`src/rtl/secded84_serial_rx_pkg.sv`:
```
`default_nettype none
// ============================================================================
// Module      : secded84_serial_rx_pkg
// Description : Shared constants, FSM encodings, error classes and the
//               syndrome helper for the (8,4) SECDED serial receiver.
// Revision    : 1.0 - initial release
// ============================================================================
package secded84_serial_rx_pkg;

    // Codeword and data widths
    localparam int CW_W = 8;
    localparam int DW   = 4;

    // Bit positions inside code[7:0] = {par,d3,d2,d1,p4,d0,p2,p1}
    localparam int IDX_P1  = 0;
    localparam int IDX_P2  = 1;
    localparam int IDX_D0  = 2;
    localparam int IDX_P4  = 3;
    localparam int IDX_D1  = 4;
    localparam int IDX_D2  = 5;
    localparam int IDX_D3  = 6;
    localparam int IDX_PAR = 7;

    // Deserializer FSM encoding
    localparam logic [0:0] ST_IDLE  = 1'b0;
    localparam logic [0:0] ST_SHIFT = 1'b1;

    // Error class of a decoded word
    typedef enum logic [1:0] {
        ERR_NONE   = 2'd0,
        ERR_SINGLE = 2'd1,
        ERR_PARITY = 2'd2,
        ERR_DOUBLE = 2'd3
    } err_class_e;

    // Syndrome {s4,s2,s1}; a non-zero value names the 1-based bit in error
    function automatic logic [2:0] calc_syndrome(input logic [6:0] c);
        logic s1, s2, s4;
        s1 = c[0] ^ c[2] ^ c[4] ^ c[6];
        s2 = c[1] ^ c[2] ^ c[5] ^ c[6];
        s4 = c[3] ^ c[4] ^ c[5] ^ c[6];
        return {s4, s2, s1};
    endfunction

endpackage
`default_nettype wire

```
`src/rtl/secded84_decode_core.sv`:
```
`default_nettype none
// ============================================================================
// Module      : secded84_decode_core
// Description : Purely combinational (8,4) SECDED decoder: codeword in,
//               corrected nibble, syndrome and error flags out.
// Revision    : 1.0 - initial release
// ============================================================================
module secded84_decode_core
    import secded84_serial_rx_pkg::*;
(
    input  logic [CW_W-1:0] code_i,
    output logic [DW-1:0]   data_o,
    output logic [2:0]      syndrome_o,
    output logic            single_o,
    output logic            double_o,
    output logic            parity_o
);

    logic [2:0]  w_syn;
    logic        w_par;
    err_class_e  w_class;
    logic [6:0]  w_flip;
    logic [6:0]  w_fixed;

    assign w_syn = calc_syndrome(code_i[6:0]);
    assign w_par = ^code_i;

    // Classify from syndrome and overall parity
    always_comb begin
        w_class = ERR_NONE;
        if (w_syn != 3'd0 && w_par)       w_class = ERR_SINGLE;
        else if (w_syn == 3'd0 && w_par)  w_class = ERR_PARITY;
        else if (w_syn != 3'd0 && !w_par) w_class = ERR_DOUBLE;
    end

    // One-hot correction mask: only a single error flips code[syndrome-1]
    for (genvar i = 0; i < 7; i++) begin : g_flip
        assign w_flip[i] = (w_class == ERR_SINGLE) && (w_syn == 3'(i + 1));
    end

    assign w_fixed    = code_i[6:0] ^ w_flip;
    assign data_o     = {w_fixed[IDX_D3], w_fixed[IDX_D2], w_fixed[IDX_D1], w_fixed[IDX_D0]};
    assign syndrome_o = w_syn;
    assign single_o   = (w_class == ERR_SINGLE);
    assign double_o   = (w_class == ERR_DOUBLE);
    assign parity_o   = (w_class == ERR_PARITY);

endmodule
`default_nettype wire

```
`src/rtl/secded84_serial_rx.sv`:
```
`default_nettype none
// ============================================================================
// Module      : secded84_serial_rx
// Description : Bit-serial (8,4) SECDED receiver: deserializes LSB-first
//               codewords, decodes them, holds the result on a valid/ready
//               output and keeps saturating error statistics.
// Revision    : 1.0 - initial release
// ============================================================================
module secded84_serial_rx
    import secded84_serial_rx_pkg::*;
#(
    parameter int CNT_W = 8
) (
    input  logic             i_clk,
    input  logic             i_rst,
    input  logic             i_bit_valid,
    input  logic             i_bit,
    input  logic             i_sof,
    input  logic             i_ready,
    input  logic             i_clr_cnt,
    output logic             o_valid,
    output logic [3:0]       o_data,
    output logic [2:0]       o_syndrome,
    output logic             o_1bit_error,
    output logic             o_2bit_error,
    output logic             o_parity_error,
    output logic             o_overrun,
    output logic             o_sync_err,
    output logic [CNT_W-1:0] o_cnt_corr,
    output logic [CNT_W-1:0] o_cnt_uncorr
);

    logic [0:0]       state_q, state_d;
    logic [2:0]       cnt_q, cnt_d;
    logic [6:0]       sreg_q, sreg_d;
    logic             w_done;
    logic             w_sync_set;

    logic [CW_W-1:0]  w_code;
    logic [DW-1:0]    w_data;
    logic [2:0]       w_syn;
    logic             w_single, w_double, w_parity;

    logic             valid_q;
    logic [3:0]       data_q;
    logic [2:0]       syn_q;
    logic             e1_q, e2_q, pe_q;
    logic             ovr_q, sync_q;
    logic [CNT_W-1:0] corr_q, uncorr_q;

    // Deserializer next-state: sof always restarts, bit 7 completes the word
    always_comb begin
        state_d    = state_q;
        cnt_d      = cnt_q;
        sreg_d     = sreg_q;
        w_done     = 1'b0;
        w_sync_set = 1'b0;
        case (state_q)
            ST_IDLE: begin
                if (i_bit_valid && i_sof) begin
                    sreg_d  = {6'd0, i_bit};
                    cnt_d   = 3'd1;
                    state_d = ST_SHIFT;
                end
            end
            ST_SHIFT: begin
                if (i_bit_valid) begin
                    if (i_sof) begin
                        w_sync_set = 1'b1;
                        sreg_d     = {6'd0, i_bit};
                        cnt_d      = 3'd1;
                    end else if (cnt_q == 3'd7) begin
                        w_done  = 1'b1;
                        cnt_d   = 3'd0;
                        state_d = ST_IDLE;
                    end else begin
                        sreg_d[cnt_q] = i_bit;
                        cnt_d         = cnt_q + 3'd1;
                    end
                end
            end
            default: state_d = ST_IDLE;
        endcase
    end

    // The parity bit is never stored; it is decoded straight off the input
    assign w_code = {i_bit, sreg_q};

    secded84_decode_core u_decode (
        .code_i     (w_code),
        .data_o     (w_data),
        .syndrome_o (w_syn),
        .single_o   (w_single),
        .double_o   (w_double),
        .parity_o   (w_parity)
    );

    // Deserializer state registers
    always_ff @(posedge i_clk) begin
        if (i_rst) begin
            state_q <= ST_IDLE;
            cnt_q   <= 3'd0;
            sreg_q  <= 7'd0;
        end else begin
            state_q <= state_d;
            cnt_q   <= cnt_d;
            sreg_q  <= sreg_d;
        end
    end

    // Output holding register: load when empty or being drained, else keep
    always_ff @(posedge i_clk) begin
        if (i_rst) begin
            valid_q <= 1'b0;
            data_q  <= 4'd0;
            syn_q   <= 3'd0;
            e1_q    <= 1'b0;
            e2_q    <= 1'b0;
            pe_q    <= 1'b0;
        end else if (w_done && (!valid_q || i_ready)) begin
            valid_q <= 1'b1;
            data_q  <= w_data;
            syn_q   <= w_syn;
            e1_q    <= w_single;
            e2_q    <= w_double;
            pe_q    <= w_parity;
        end else if (valid_q && i_ready) begin
            valid_q <= 1'b0;
        end
    end

    // Sticky overrun / sync flags; clear has priority over a set
    always_ff @(posedge i_clk) begin
        if (i_rst || i_clr_cnt) begin
            ovr_q  <= 1'b0;
            sync_q <= 1'b0;
        end else begin
            if (w_done && valid_q && !i_ready) ovr_q  <= 1'b1;
            if (w_sync_set)                    sync_q <= 1'b1;
        end
    end

    // Saturating statistics, counting dropped words as well
    always_ff @(posedge i_clk) begin
        if (i_rst || i_clr_cnt) begin
            corr_q   <= '0;
            uncorr_q <= '0;
        end else if (w_done) begin
            if ((w_single || w_parity) && (corr_q != '1)) corr_q   <= corr_q + 1'b1;
            if (w_double && (uncorr_q != '1))             uncorr_q <= uncorr_q + 1'b1;
        end
    end

    assign o_valid        = valid_q;
    assign o_data         = data_q;
    assign o_syndrome     = syn_q;
    assign o_1bit_error   = e1_q;
    assign o_2bit_error   = e2_q;
    assign o_parity_error = pe_q;
    assign o_overrun      = ovr_q;
    assign o_sync_err     = sync_q;
    assign o_cnt_corr     = corr_q;
    assign o_cnt_uncorr   = uncorr_q;

endmodule
`default_nettype wire
```
`config.mk`:
```
export PLATFORM = sky130hd
export DESIGN_NAME = secded84_serial_rx
export DESIGN_NICKNAME = d
export VERILOG_FILES = /design/src/rtl/secded84_serial_rx_pkg.sv /design/src/rtl/secded84_decode_core.sv /design/src/rtl/secded84_serial_rx.sv
export SDC_FILE = /design/constraint.sdc
export NUM_CORES = 1
export LEC_CHECK = 0
export BUFFER_PORTS_ARGS = -buffer_cell sky130_fd_sc_hd__buf_2
export CORE_UTILIZATION = 35
export CTS_CLUSTER_DIAMETER = 60
export CTS_CLUSTER_SIZE = 40
export DETAILED_ROUTE_END_ITERATION = 6
export GPL_TIMING_DRIVEN = 0
export PLACE_DENSITY = 0.52
export SYNTH_ARGS = -nofsm -noshare
export SYNTH_HDL_FRONTEND = slang
export SYNTH_SLANG_ARGS = --single-unit
export TNS_END_PERCENT = 100
```
`constraint.sdc`:
```
create_clock -name i_clk -period 6.6 [get_ports i_clk]
set_input_delay 0.33 -clock i_clk [delete_from_list [all_inputs] [get_ports i_clk]]
set_output_delay 0.33 -clock i_clk [all_outputs]
set_load 0.01 [all_outputs]
```
# After elaboration in Yosys (flattened, before gate mapping)
# Cells that the tools add are included.
# Widths: inputs -> output; s select.
# op_classes
addsub,3
n_lt_le_gt_ge,2
n_eq_ne,16
muxes,30
bitwise_logic,11
n_reduce_logical,32
# ops
operator,n
$mux 7,4
$logic_and 1x1->1,18
$add 8x1->8 const B,2
$ne 8x8->1 const B,2
$eq 3x3->1 const B,5
$mux 1,14
$pmux 7 s2,1
$mux 3,4
$xor 1x1->1,9
$reduce_xor 8->1,1
$bwmux 7,1
$xor 7x7->7,1
$eq 3x2->1 const B,2
$mux 2,3
$pmux 3 s2,1
$reduce_and 2->1,3
$eq 2x2->1 const B,2
$lt 3x4->1 const B,1
$ne 2x2->1 const B,2
$add 3x1->3 const B,1
$demux 1 s3,1
$eq 3x1->1 const B,1
$ge 3x1->1 const B,1
$logic_not 1->1,3
other kinds (9),11
# totals
reg_bits,40
inputBits,7
output_inout_bits,29
elab_cells,107

# Logic depth before layout (Yosys ltp)
# Gate-level depths: netlist of the first run.
# depth
word_depth,12
mapped_depth,8
mapped_depth_nobuf,7

# Hierarchy
# Synthesis of the first run repeated with hierarchy kept, for this count alone.
# hier_totals
cells_unflattened,234
hier_area_um2,2080.7
# modules_own_cells
module,n_inst,cells_each,area_per_inst_um2,seq_area_each_um2
secded84_serial_rx,1,200,1813.0,800.8
secded84_decode_core,1,34,267.8,0.0

# Worst setup path after synthesis of the first run
# Ideal clock, no wire load.
# synth_path
kind,reg2reg
from,reg cnt_q[1]
to,reg uncorr_q[5] (netlist: o_cnt_uncorr[5])
setup_ns,0.072
arrival_time_ns,2.018
t_required_ns,6.528
setup_slack_ns,4.510
path_stages_with_launch,8
n_path_buf,0
synth_period_minus_slack_ns,2.090
path_cell_list,dfxtp_1 -> ha_1 -> ha_1 -> and4b_1 -> o21ai_0 -> or2_2 -> a211oi_1 -> mux2i_1
# synth_via
elab_chain_cells,6
# synth_rtl
item,line,source
from (decl),secded84_serial_rx.sv:34,"logic [2:0] cnt_q, cnt_d;"
from (signal assigned),secded84_serial_rx.sv:106,cnt_q <= cnt_d;
$eq 3x3->1,secded84_serial_rx.sv:72,end else if (cnt_q == 3'd7) begin
$mux 1,secded84_serial_rx.sv:72,
$mux 1,secded84_serial_rx.sv:68,if (i_sof) begin
$mux 1,secded84_serial_rx.sv:67,if (i_bit_valid) begin
$mux 1,secded84_serial_rx.sv:58,case (state_q)
$reduce_and 2->1 (no line),n/a,
to (signal assigned),secded84_serial_rx.sv:150,if (w_double && (uncorr_q != '1)) uncorr_q <= uncorr_q + 1'b1;
to (decl),secded84_serial_rx.sv:49,"logic [CNT_W-1:0] corr_q, uncorr_q;"
# No other way between the ends.
# A chain may end at the register's enable or synchronous reset.

# Worst setup path in the final report of the first run
# Ends and elaborated chain as after synthesis.

==> impl_metrics.py, run 1 <==
metrics = {
    "logic_synthesis": {
        "yosys_warnings": 0,
        "synth_area_leaders": "dfxtp_1, nand2_1, nor2_1",
        "synth_most_common_cell": "dfxtp_1",
        "synth_cells": 275,
        "synth_cell_types": 44,
        "synth_seq_cells": 40,
        "syn_nets": 286,
        "synth_top_cell_area_share_pct": 34.7,
        "async_reset_ff_share_pct": 0,
        "yosysTopAreaCell": "dfxtp_1",
        "yosys_most_used_dff": "dfxtp_1",
        "synthTopCellsByCount": "dfxtp_1, nand2_1, nor2_1, a21oi_1, o21ai_0",
        "syn-mean-instance-area_sq_um": 8.39,
        "yosysSeqAreaShare_pct": 34.7,
        "synth_edf_count": 0,
        "netlist_area_sq_um": 2310,
    },
    "floorplan": {
        "num_rows": 29,
        "pin_count": 36,
        "die_x_microns": 83.2,
        "start_util_pct": 36.4,
        "dieArea_sq_um": 6920,
        "die_h_microns": 83.2,
        "core_area_sq_um": 6350,
    },
    "placed_design": {
        "postPlaceCellArea_sq_um": 2570,
        "numPortBuffers": 34,
        "place_congestion": 0.746,
        "post-dp-hpwl_mm": 3.93,
    },
    "setup_path": {
        "critPathRequiredTime_ns": 6.83,
        "worstPathMaxFanout": 9,
        "arrival_ns": 2.79,
        "reg2reg_slack_ns": 4.04,
        "crit_path_end_kind": "flip-flop",
        "critPathLaunch": "cnt_q[1]$_SDFFE_PP0P_",
        "crit_type": "reg -> reg",
        "r2r_start": "cnt_q[1]$_SDFFE_PP0P_",
        "r2r_end": "o_cnt_uncorr[5]$_SDFFE_PP0P_",
        "cp-start-kind": "flip-flop",
        "reg2reg_depth": 7,
    },
    "cells_and_area": {
        "drive_gt1_share_pct": 18.9,
        "diodes": 0,
        "finalCoreUtilization_pct": 42.5,
        "fin_area_sq_um": 2700,
        "area_growth_pct": 17.0,
        "finalNetCount": 327,
    },
    "hold_path": {
        "hp-class": "in -> reg",
        "hold_depth": 3,
        "min_to": "o_valid$_SDFFE_PP0P_",
        "min_from": "i_ready",
    },
    "global_route": {
        "grt_overflow": 0,
        "first_global_vias": 1902,
        "grt_pass1_wl_mm": 9.35,
        "antenna_found_initial": 0,
        "grtUsageTotal_pct": 16.5,
        "grt_max_degree": 13,
    },
    "cts": {
        "root_buffer": "clkbuf_8",
        "cts_tree": "yes",
        "cts_buffers": 5,
        "hold_buffers": 0,
        "htree_levels": 2,
        "clock_path_buffers": 2,
        "cts_setup_buffers": 0,
        "cts.sinks": 40,
        "ctsResizeCount": 0,
        "clk_latency_ns": 0.29,
        "path_clk_slew_ns": 0.08,
    },
    "detailed_routing": {
        "viasPerCell": 5.42,
        "drtPass1Iterations": 4,
        "drc": 0,
        "routedWlPerCell_microns": 14.1,
        "vias": 2137,
        "totalWireLength_mm": 5.55,
        "drt-initial-drc-count": 54,
        "ant_nets": 0,
    },
    "timing": {
        "rsz0062_at_grt": "false",
        "setup_viol": 0,
        "hold_violations": 0,
        "slew_violations": 0,
        "post-route-period-util_pct": 38.9,
        "tightest_slew_ns": 0.719,
        "fin_tns_setup_ns": 0,
        "finalClockSkew_ns": 0.00329,
        "maxSlewHeadroom_pct": 51.5,
        "fmax_ghz": 0.390,
        "finalCriticalPeriod_ns": 2.56,
    },
    "status": {
        "status": "finished clean",
    },
    "pwr": {
        "ir_drop_mv": 0.173,
        "power.density_nw_per_um2": 187,
        "leakagePower_uw": 0.000968,
    },
    "flow_run": {
        "drv_cap": 0,
    },
}
## how the worst max path moves through the flow
stage	slack, ns	to
2_1_floorplan	4.51	o_cnt_uncorr[5]$_SDFFE_PP0P_
3_3_place_gp	4.08	o_cnt_uncorr[5]$_SDFFE_PP0P_
3_5_place_dp	4.06	o_cnt_uncorr[5]$_SDFFE_PP0P_
4_1_cts	4.04	o_cnt_uncorr[5]$_SDFFE_PP0P_
5_1_grt	3.85	o_cnt_uncorr[5]$_SDFFE_PP0P_
6_report	4.04	o_cnt_uncorr[5]$_SDFFE_PP0P_
## area by class of cell
class / instances / area (sq um)
Fill cell: 658 / 3650
Multi-Input combinational cell: 213 / 1400
Sequential cell: 40 / 801
Timing Repair Buffer: 34 / 170
Buffer: 20 / 98.8
Clock buffer: 7 / 96.3
Tap cell: 77 / 96.3
Clock inverter: 1 / 30.0
Inverter: 2 / 7.51
## placed cells by master, fill, tap and decap left out, types with 5 or more instances in the layout
cell and count:
dfxtp_1 40, clkbuf_1 10, nand2_1 30, o31ai_1 5, o211ai_1 6, a211oi_1 8
buf_2 41, clkbuf_8 7, a22oi_1 7, o21ai_0 16, or4_1 5, a21oi_1 17
xnor2_1 9, nand3_1 14, mux2i_1 6, or3_1 8, nor2_1 23, xor2_1 5
## worst max-delay path: stages, from the launching register on
cell	delay, ns
dfxtp_1	0.48
ha_1	0.20
ha_1	0.22
and4b_1	0.37
o21ai_0	0.32
or2_2	0.41
a211oi_1	0.26
mux2i_1	0.22
## per-layer routing
layer  global-route usage, %  vias to the layer above  share of wire (%)  wire, microns
met4                    5.96                        0                1.5             84
li1                        -                     1091                  -              -
met3                    3.18                        7                3.3            182
met1                    23.4                     1005                 52           2910
met2                    24.8                       34                 43           2370
met5                       0                        -                  0              0
## state kept, by name (all words and copies together), names as in the netlist
signal	cells
state_q	1
o_syndrome	3
o_valid	1
o_sync_err	1
o_1bit_error	1
o_overrun	1
o_2bit_error	1
sreg_q	7
cnt_q	3
o_data	4
o_cnt_uncorr	8
o_cnt_corr	8
o_parity_error	1
## power breakdown
group	total, uW	switching [uW]	internal [uW]
clock	223	89.2	134
sequential	244	1.45	242
combinational	38.1	25.6	12.5
## metrics by stage
stage                     hold WS (ns)  worst slack, ns  power, uW  std cells
after floorplan                  0.474             4.51        277        275
after CTS                        0.357             4.04        515        394
after global placement           0.445             4.08        288        386
final                            0.371             4.04        505        394
after global routing             0.392             3.85        525        394
after detailed placement         0.453             4.06        288        386
## kinds of logic after synthesis
kind of cell             after synthesis  synth area share [%]
AND/OR/NAND/NOR                      111                  25.1
AO/OA/AOI/OAI                         75                  22.4
flip-flops                            40                  34.7
buffers and inverters                 22                  4.61
XOR/XNOR                              17                  8.40
multiplexers                           6                  2.60
adder cells (fa/ha/maj)                4                  2.17
Power figures use the tool's default switching activity.
==> inputs of run 2 (changes only) <==
Clock period 6.6 ns to 2.6 ns, I/O delays scaled along.
==> run 2 against run 1 <==
  * Via count about the same
  * Die area unchanged
  * Cell count unchanged
  * Non-clock buffer count unchanged
  * Worst hold slack worse by 0.20 ns
  * Critical endpoint unchanged
  * Largest cell class unchanged
==> impl_metrics.py, run 2 (same netlist as run 1, synthesis figures left out) <==
metrics = {
    "setup_path": {
        "crit_type": "reg -> reg",
        "worstPathMaxFanout": 9,
        "r2r_start": "cnt_q[1]$_SDFFE_PP0P_",
        "critPathRequiredTime_ns": 2.83,
        "path_depth": 7,
        "reg2reg_slack_ns": 0.23,
        "cp-start-kind": "flip-flop",
        "cpMaxStageDelayCell": "dfxtp_1",
        "arrival_ns": 2.60,
        "path_common_cell": "ha_1",
        "reg2reg_depth": 7,
        "endpoint": "o_cnt_uncorr[5]$_SDFFE_PP0P_",
        "path_cells": "ha_1 -> ha_1 -> and4b_2 -> o21ai_1 -> or2_2 -> a211oi_1 -> mux2i_1",
        "crit_path_end_kind": "flip-flop",
        "critPathLaunch": "cnt_q[1]$_SDFFE_PP0P_",
        "worst-path-buf-inv": 0,
        "cp_slowest_stage_delay_ns": 0.48,
        "cp_top_family": "simple AND/OR/NAND/NOR gates",
        "r2r_end": "o_cnt_uncorr[5]$_SDFFE_PP0P_",
    },
    "placed_design": {
        "postPlaceCellArea_sq_um": 2570,
        "post-dp-hpwl_mm": 3.93,
        "place_congestion": 0.746,
        "pre_cts_ws_ns": 0.0619,
        "numPortBuffers": 34,
    },
    "timing": {
        "maxSlewHeadroom_pct": 58.1,
        "finalCriticalPeriod_ns": 2.37,
        "hold_violations": 0,
        "slew_violations": 0,
        "fmax_ghz": 0.422,
        "tightest_slew_ns": 0.629,
        "rsz0062_at_grt": "false",
        "setup_viol": 0,
        "fin_tns_setup_ns": 0,
        "post-route-period-util_pct": 91.1,
        "finalClockSkew_ns": 0.00411,
        "layout_setup_ws_ns": 0.230,
    },
    "cts": {
        "path_clk_slew_ns": 0.08,
        "hold_buffers": 0,
        "cts_setup_buffers": 0,
        "htree_levels": 2,
        "clock_path_buffers": 2,
        "root_buffer": "clkbuf_8",
        "clk_latency_ns": 0.29,
        "cts.sinks": 40,
        "cts_tree": "yes",
        "cts_buffers": 5,
    },
    "status": {
        "status": "finished clean",
    },
    "pwr": {
        "leakagePower_uw": 0.000968,
        "clockPowerShare_pct": 44.2,
        "intPower_uw": 986,
        "combPwrFrac_pct": 7.6,
        "p_sw_uw": 296,
        "pwr-share-seq_pct": 48.3,
        "finalPower_uw": 1280,
        "power_switching_share_pct": 23.1,
        "power.density_nw_per_um2": 474,
        "ir_drop_mv": 0.440,
    },
    "floorplan": {
        "die_h_microns": 83.2,
        "dieArea_sq_um": 6920,
        "pin_count": 36,
        "core_area_sq_um": 6350,
        "num_rows": 29,
        "start_util_pct": 36.4,
        "die_x_microns": 83.2,
    },
    "global_route": {
        "grt_overflow": 0,
        "first_global_vias": 1902,
        "grt_pass1_wl_mm": 9.35,
        "grtUsageTotal_pct": 16.5,
        "grt_max_degree": 13,
        "antenna_found_initial": 0,
    },
    "detailed_routing": {
        "routedWlPerCell_microns": 14.1,
        "vias": 2135,
        "drtPass1Iterations": 4,
        "viasPerCell": 5.42,
        "drt-initial-drc-count": 55,
        "ant_nets": 0,
        "drc": 0,
        "totalWireLength_mm": 5.55,
    },
    "cells_and_area": {
        "final_common_cell": "buf_2",
        "diodes": 0,
        "area_growth_pct": 17.1,
        "fin_area_sq_um": 2700,
        "fillCellCount": 657,
        "drive_gt1_share_pct": 19.2,
        "final_cell_mix": "buf_2, dfxtp_1, nand2_1, nor2_1, a21oi_1",
        "finalNetCount": 327,
    },
    "hold_path": {
        "hp-class": "in -> reg",
        "hold_depth": 3,
    },
    "flow_run": {
        "drv_cap": 0,
    },
}
## run 2: worst min-delay path by stage
stage | start | endpoint | slack [ns]
2_1_floorplan | i_bit | sreg_q[0]$_SDFFE_PP0P_ | 0.27
3_3_place_gp | o_parity_error$_SDFFE_PP0P_ | o_parity_error$_SDFFE_PP0P_ | 0.44
3_5_place_dp | o_parity_error$_SDFFE_PP0P_ | o_parity_error$_SDFFE_PP0P_ | 0.45
4_1_cts | i_ready | o_valid$_SDFFE_PP0P_ | 0.16
5_1_grt | i_ready | o_valid$_SDFFE_PP0P_ | 0.19
6_report | i_ready | o_valid$_SDFFE_PP0P_ | 0.17
## run 2: per-layer routing
metal / wire length (microns) / vias to the layer above / global-route usage [%]
met5: 0 / - / 0
met4: 84 / 0 / 5.96
met3: 185 / 7 / 3.18
met2: 2380 / 34 / 24.8
met1: 2900 / 1004 / 23.4
li1: - / 1090 / -
## run 2: worst reg2reg max path, cell delays in order (launching register included)
cell and delay, ns:
dfxtp_1 0.48, ha_1 0.20, ha_1 0.23, and4b_2 0.34
o21ai_1 0.20, or2_2 0.37, a211oi_1 0.26, mux2i_1 0.22
## run 2: repair_timing
| item | CTS | global route |
|---|---|---|
| endpoints found under the hold margin | 0 | 0 |
| setup endpoints to repair | 0 | 2 |
| gates resized for setup | 0 | 2 |
## run 2: through the flow
| step | std cells | hold WS (ns) | util (%) |
|---|---|---|---|
| final | 394 | 0.174 | 42.6 |
| after global routing | 394 | 0.192 | 42.6 |
| after CTS | 394 | 0.157 | 42.5 |
| after detailed placement | 386 | 0.453 | 40.6 |
| after global placement | 386 | 0.445 | 40.6 |
| after floorplan | 275 | 0.274 | - |
## run 2: power by group through the flow
stage	sequential, uW	combinational (uW)	clock [uW]
3_3_place_gp	634	96.6	0
2_1_floorplan	633	69.1	0
4_1_cts	619	97.2	590
5_1_grt	620	108	606
6_report	619	96.8	566
3_5_place_dp	634	96.7	0
## run 2: final cells by class
cell class                      instances  area (sq um)  share of cell area, %
Timing Repair Buffer                   34           170                   6.30
Sequential cell                        40           801                   29.6
Clock inverter                          1          30.0                   1.11
Multi-Input combinational cell        213          1400                   51.9
Inverter                                2          7.51                  0.278
Buffer                                 20          98.8                   3.66
Tap cell                               77          96.3                   3.56
Clock buffer                            7          96.3                   3.56
==> inputs of run 3 (changes only) <==
Settings changed: RECOVER_POWER set to 50.
==> run 3 against run 2 <==
  * Non-clock buffer count did not move
  * Worst setup slack got worse by 0.0039 ns
  * Utilization fell by 0.57 points
  * Global-route usage did not move
  * Largest cell class unchanged
  * Highest routed layer unchanged
==> impl_metrics.py, run 3 (same netlist as run 1, synthesis figures left out) <==
metrics = {
    "status": {
        "status": "finished clean",
    },
    "global_route": {
        "grt_max_degree": 13,
        "grt_overflow": 0,
        "grt_pass1_wl_mm": 9.35,
        "grtUsageTotal_pct": 16.5,
        "antenna_found_initial": 0,
        "first_global_vias": 1902,
    },
    "setup_path": {
        "crit_type": "reg -> reg",
        "r2r_end": "o_cnt_uncorr[5]$_SDFFE_PP0P_",
        "r2r_start": "cnt_q[1]$_SDFFE_PP0P_",
        "cpMaxStageDelayCell": "dfxtp_1",
        "cp-start-kind": "flip-flop",
        "arrival_ns": 2.60,
        "crit_path_end_kind": "flip-flop",
        "reg2reg_depth": 7,
        "worstPathMaxFanout": 9,
        "critPathRequiredTime_ns": 2.83,
        "cp_slowest_stage_delay_ns": 0.48,
        "path_cells": "ha_1 -> ha_1 -> and4b_2 -> o21ai_1 -> or2_2 -> a211oi_1 -> mux2i_1",
        "reg2reg_slack_ns": 0.23,
        "path_common_cell": "ha_1",
    },
    "pwr": {
        "power.density_nw_per_um2": 481,
        "leakagePower_uw": 0.000839,
        "ir_drop_mv": 0.441,
        "finalPower_uw": 1280,
    },
    "cts": {
        "cts_buffers": 5,
        "clock_path_buffers": 2,
        "clk_latency_ns": 0.29,
        "path_clk_slew_ns": 0.08,
        "cts.sinks": 40,
        "cts_setup_buffers": 0,
        "root_buffer": "clkbuf_8",
        "htree_levels": 2,
        "hold_buffers": 0,
        "cts_tree": "yes",
    },
    "timing": {
        "finalClockSkew_ns": 0.00272,
        "fmax_ghz": 0.421,
        "rsz0062_at_grt": "false",
        "fin_hold_ws_ns": 0.167,
        "finalCriticalPeriod_ns": 2.37,
        "slew_violations": 0,
        "fin_tns_setup_ns": 0,
        "post-route-period-util_pct": 91.3,
        "maxSlewHeadroom_pct": 59.3,
        "setup_viol": 0,
        "hold_violations": 0,
        "tightest_slew_ns": 0.611,
    },
    "detailed_routing": {
        "ant_nets": 0,
        "totalWireLength_mm": 5.59,
        "vias": 2127,
        "viasPerCell": 5.40,
        "drtPass1Iterations": 4,
        "routedWlPerCell_microns": 14.2,
        "drc": 0,
        "drt-initial-drc-count": 53,
    },
    "cells_and_area": {
        "finalNonFillerCells": 394,
        "final_cell_mix": "dfxtp_1, clkbuf_1, nand2_1, nor2_1, a21oi_1",
        "final_common_cell": "dfxtp_1",
        "area_growth_pct": 15.5,
        "fillCellCount": 681,
        "finalNetCount": 327,
        "drive_gt1_share_pct": 10.1,
        "diodes": 0,
        "finalCoreUtilization_pct": 42.0,
    },
    "hold_path": {
        "min_from": "i_ready",
        "min_to": "o_valid$_SDFFE_PP0P_",
        "hold_depth": 3,
        "hp-class": "in -> reg",
    },
    "floorplan": {
        "die_x_microns": 83.2,
        "die_h_microns": 83.2,
        "pin_count": 36,
        "start_util_pct": 36.4,
        "dieArea_sq_um": 6920,
        "core_area_sq_um": 6350,
        "num_rows": 29,
    },
    "placed_design": {
        "dp.cells": 386,
        "numPortBuffers": 34,
        "place_congestion": 0.746,
        "post-dp-hpwl_mm": 3.93,
    },
    "flow_run": {
        "drv_cap": 0,
    },
}
run 3: cell count changes in the layout (fill, tap and decap cells not counted):
| cell | delta |
|---|---|
| clkbuf_1 | +29 |
| buf_2 | -29 |
run 3: metrics by stage:
stage | cell area (sq um) | worst slack [ns]
floorplan | 2310 | 0.510
global placement | 2570 | 0.0799
detailed placement | 2570 | 0.0619
CTS | 2700 | 0.0409
global route | 2670 | 0.0169
finish | 2670 | 0.226
run 3: worst max-delay path by stage:
stage	start	to	slack, ns
6_report	cnt_q[1]$_SDFFE_PP0P_	o_cnt_uncorr[5]$_SDFFE_PP0P_	0.23
2_1_floorplan	cnt_q[1]$_SDFFE_PP0P_	o_cnt_uncorr[5]$_SDFFE_PP0P_	0.51
5_1_grt	cnt_q[1]$_SDFFE_PP0P_	o_data[3]$_SDFFE_PP0P_	0.02
3_5_place_dp	cnt_q[1]$_SDFFE_PP0P_	o_cnt_uncorr[5]$_SDFFE_PP0P_	0.06
4_1_cts	cnt_q[1]$_SDFFE_PP0P_	o_cnt_uncorr[5]$_SDFFE_PP0P_	0.04
3_3_place_gp	cnt_q[1]$_SDFFE_PP0P_	o_cnt_uncorr[5]$_SDFFE_PP0P_	0.08
run 3: worst max-delay path: cells and delay by family, from the launching register on:
family / cells / cell delay [ns]
fa+ha+maj: 2 / 0.43
flops: 1 / 0.48
mux: 1 / 0.22
simple gates: 2 / 0.71
compound gates: 2 / 0.46
run 3: layout make-up:
type / instances / area, sq um / area share, %
Buffer: 20 / 98.8 / 3.71
Tap cell: 77 / 96.3 / 3.61
Inverter: 2 / 7.51 / 0.282
Sequential cell: 40 / 801 / 30.0
Timing Repair Buffer: 34 / 134 / 5.02
Clock buffer: 7 / 96.3 / 3.61
Multi-Input combinational cell: 213 / 1400 / 52.6
Clock inverter: 1 / 30.0 / 1.13
run 3: where the power goes:
group	switching (uW)	internal [uW]	leakage, uW	total (uW)
clock network	227	339	0.0000645	566
logic	64.8	31.7	0.000452	96.5
registers	3.61	615	0.000323	619
run 3: layer usage:
metal | global-route usage [%] | vias to the layer above | share of wire (%)
li1 | - | 1091 | -
met4 | 5.96 | 0 | 1.5
met2 | 24.8 | 33 | 43
met5 | 0 | - | 0
met1 | 23.4 | 996 | 52
met3 | 3.18 | 7 | 3.3
run 3: repair_timing:
action / 4_1_cts / 5_1_grt
endpoints found under the setup margin: 0 / 2
gates resized for setup: 0 / 2
endpoints found under the hold margin: 0 / 0
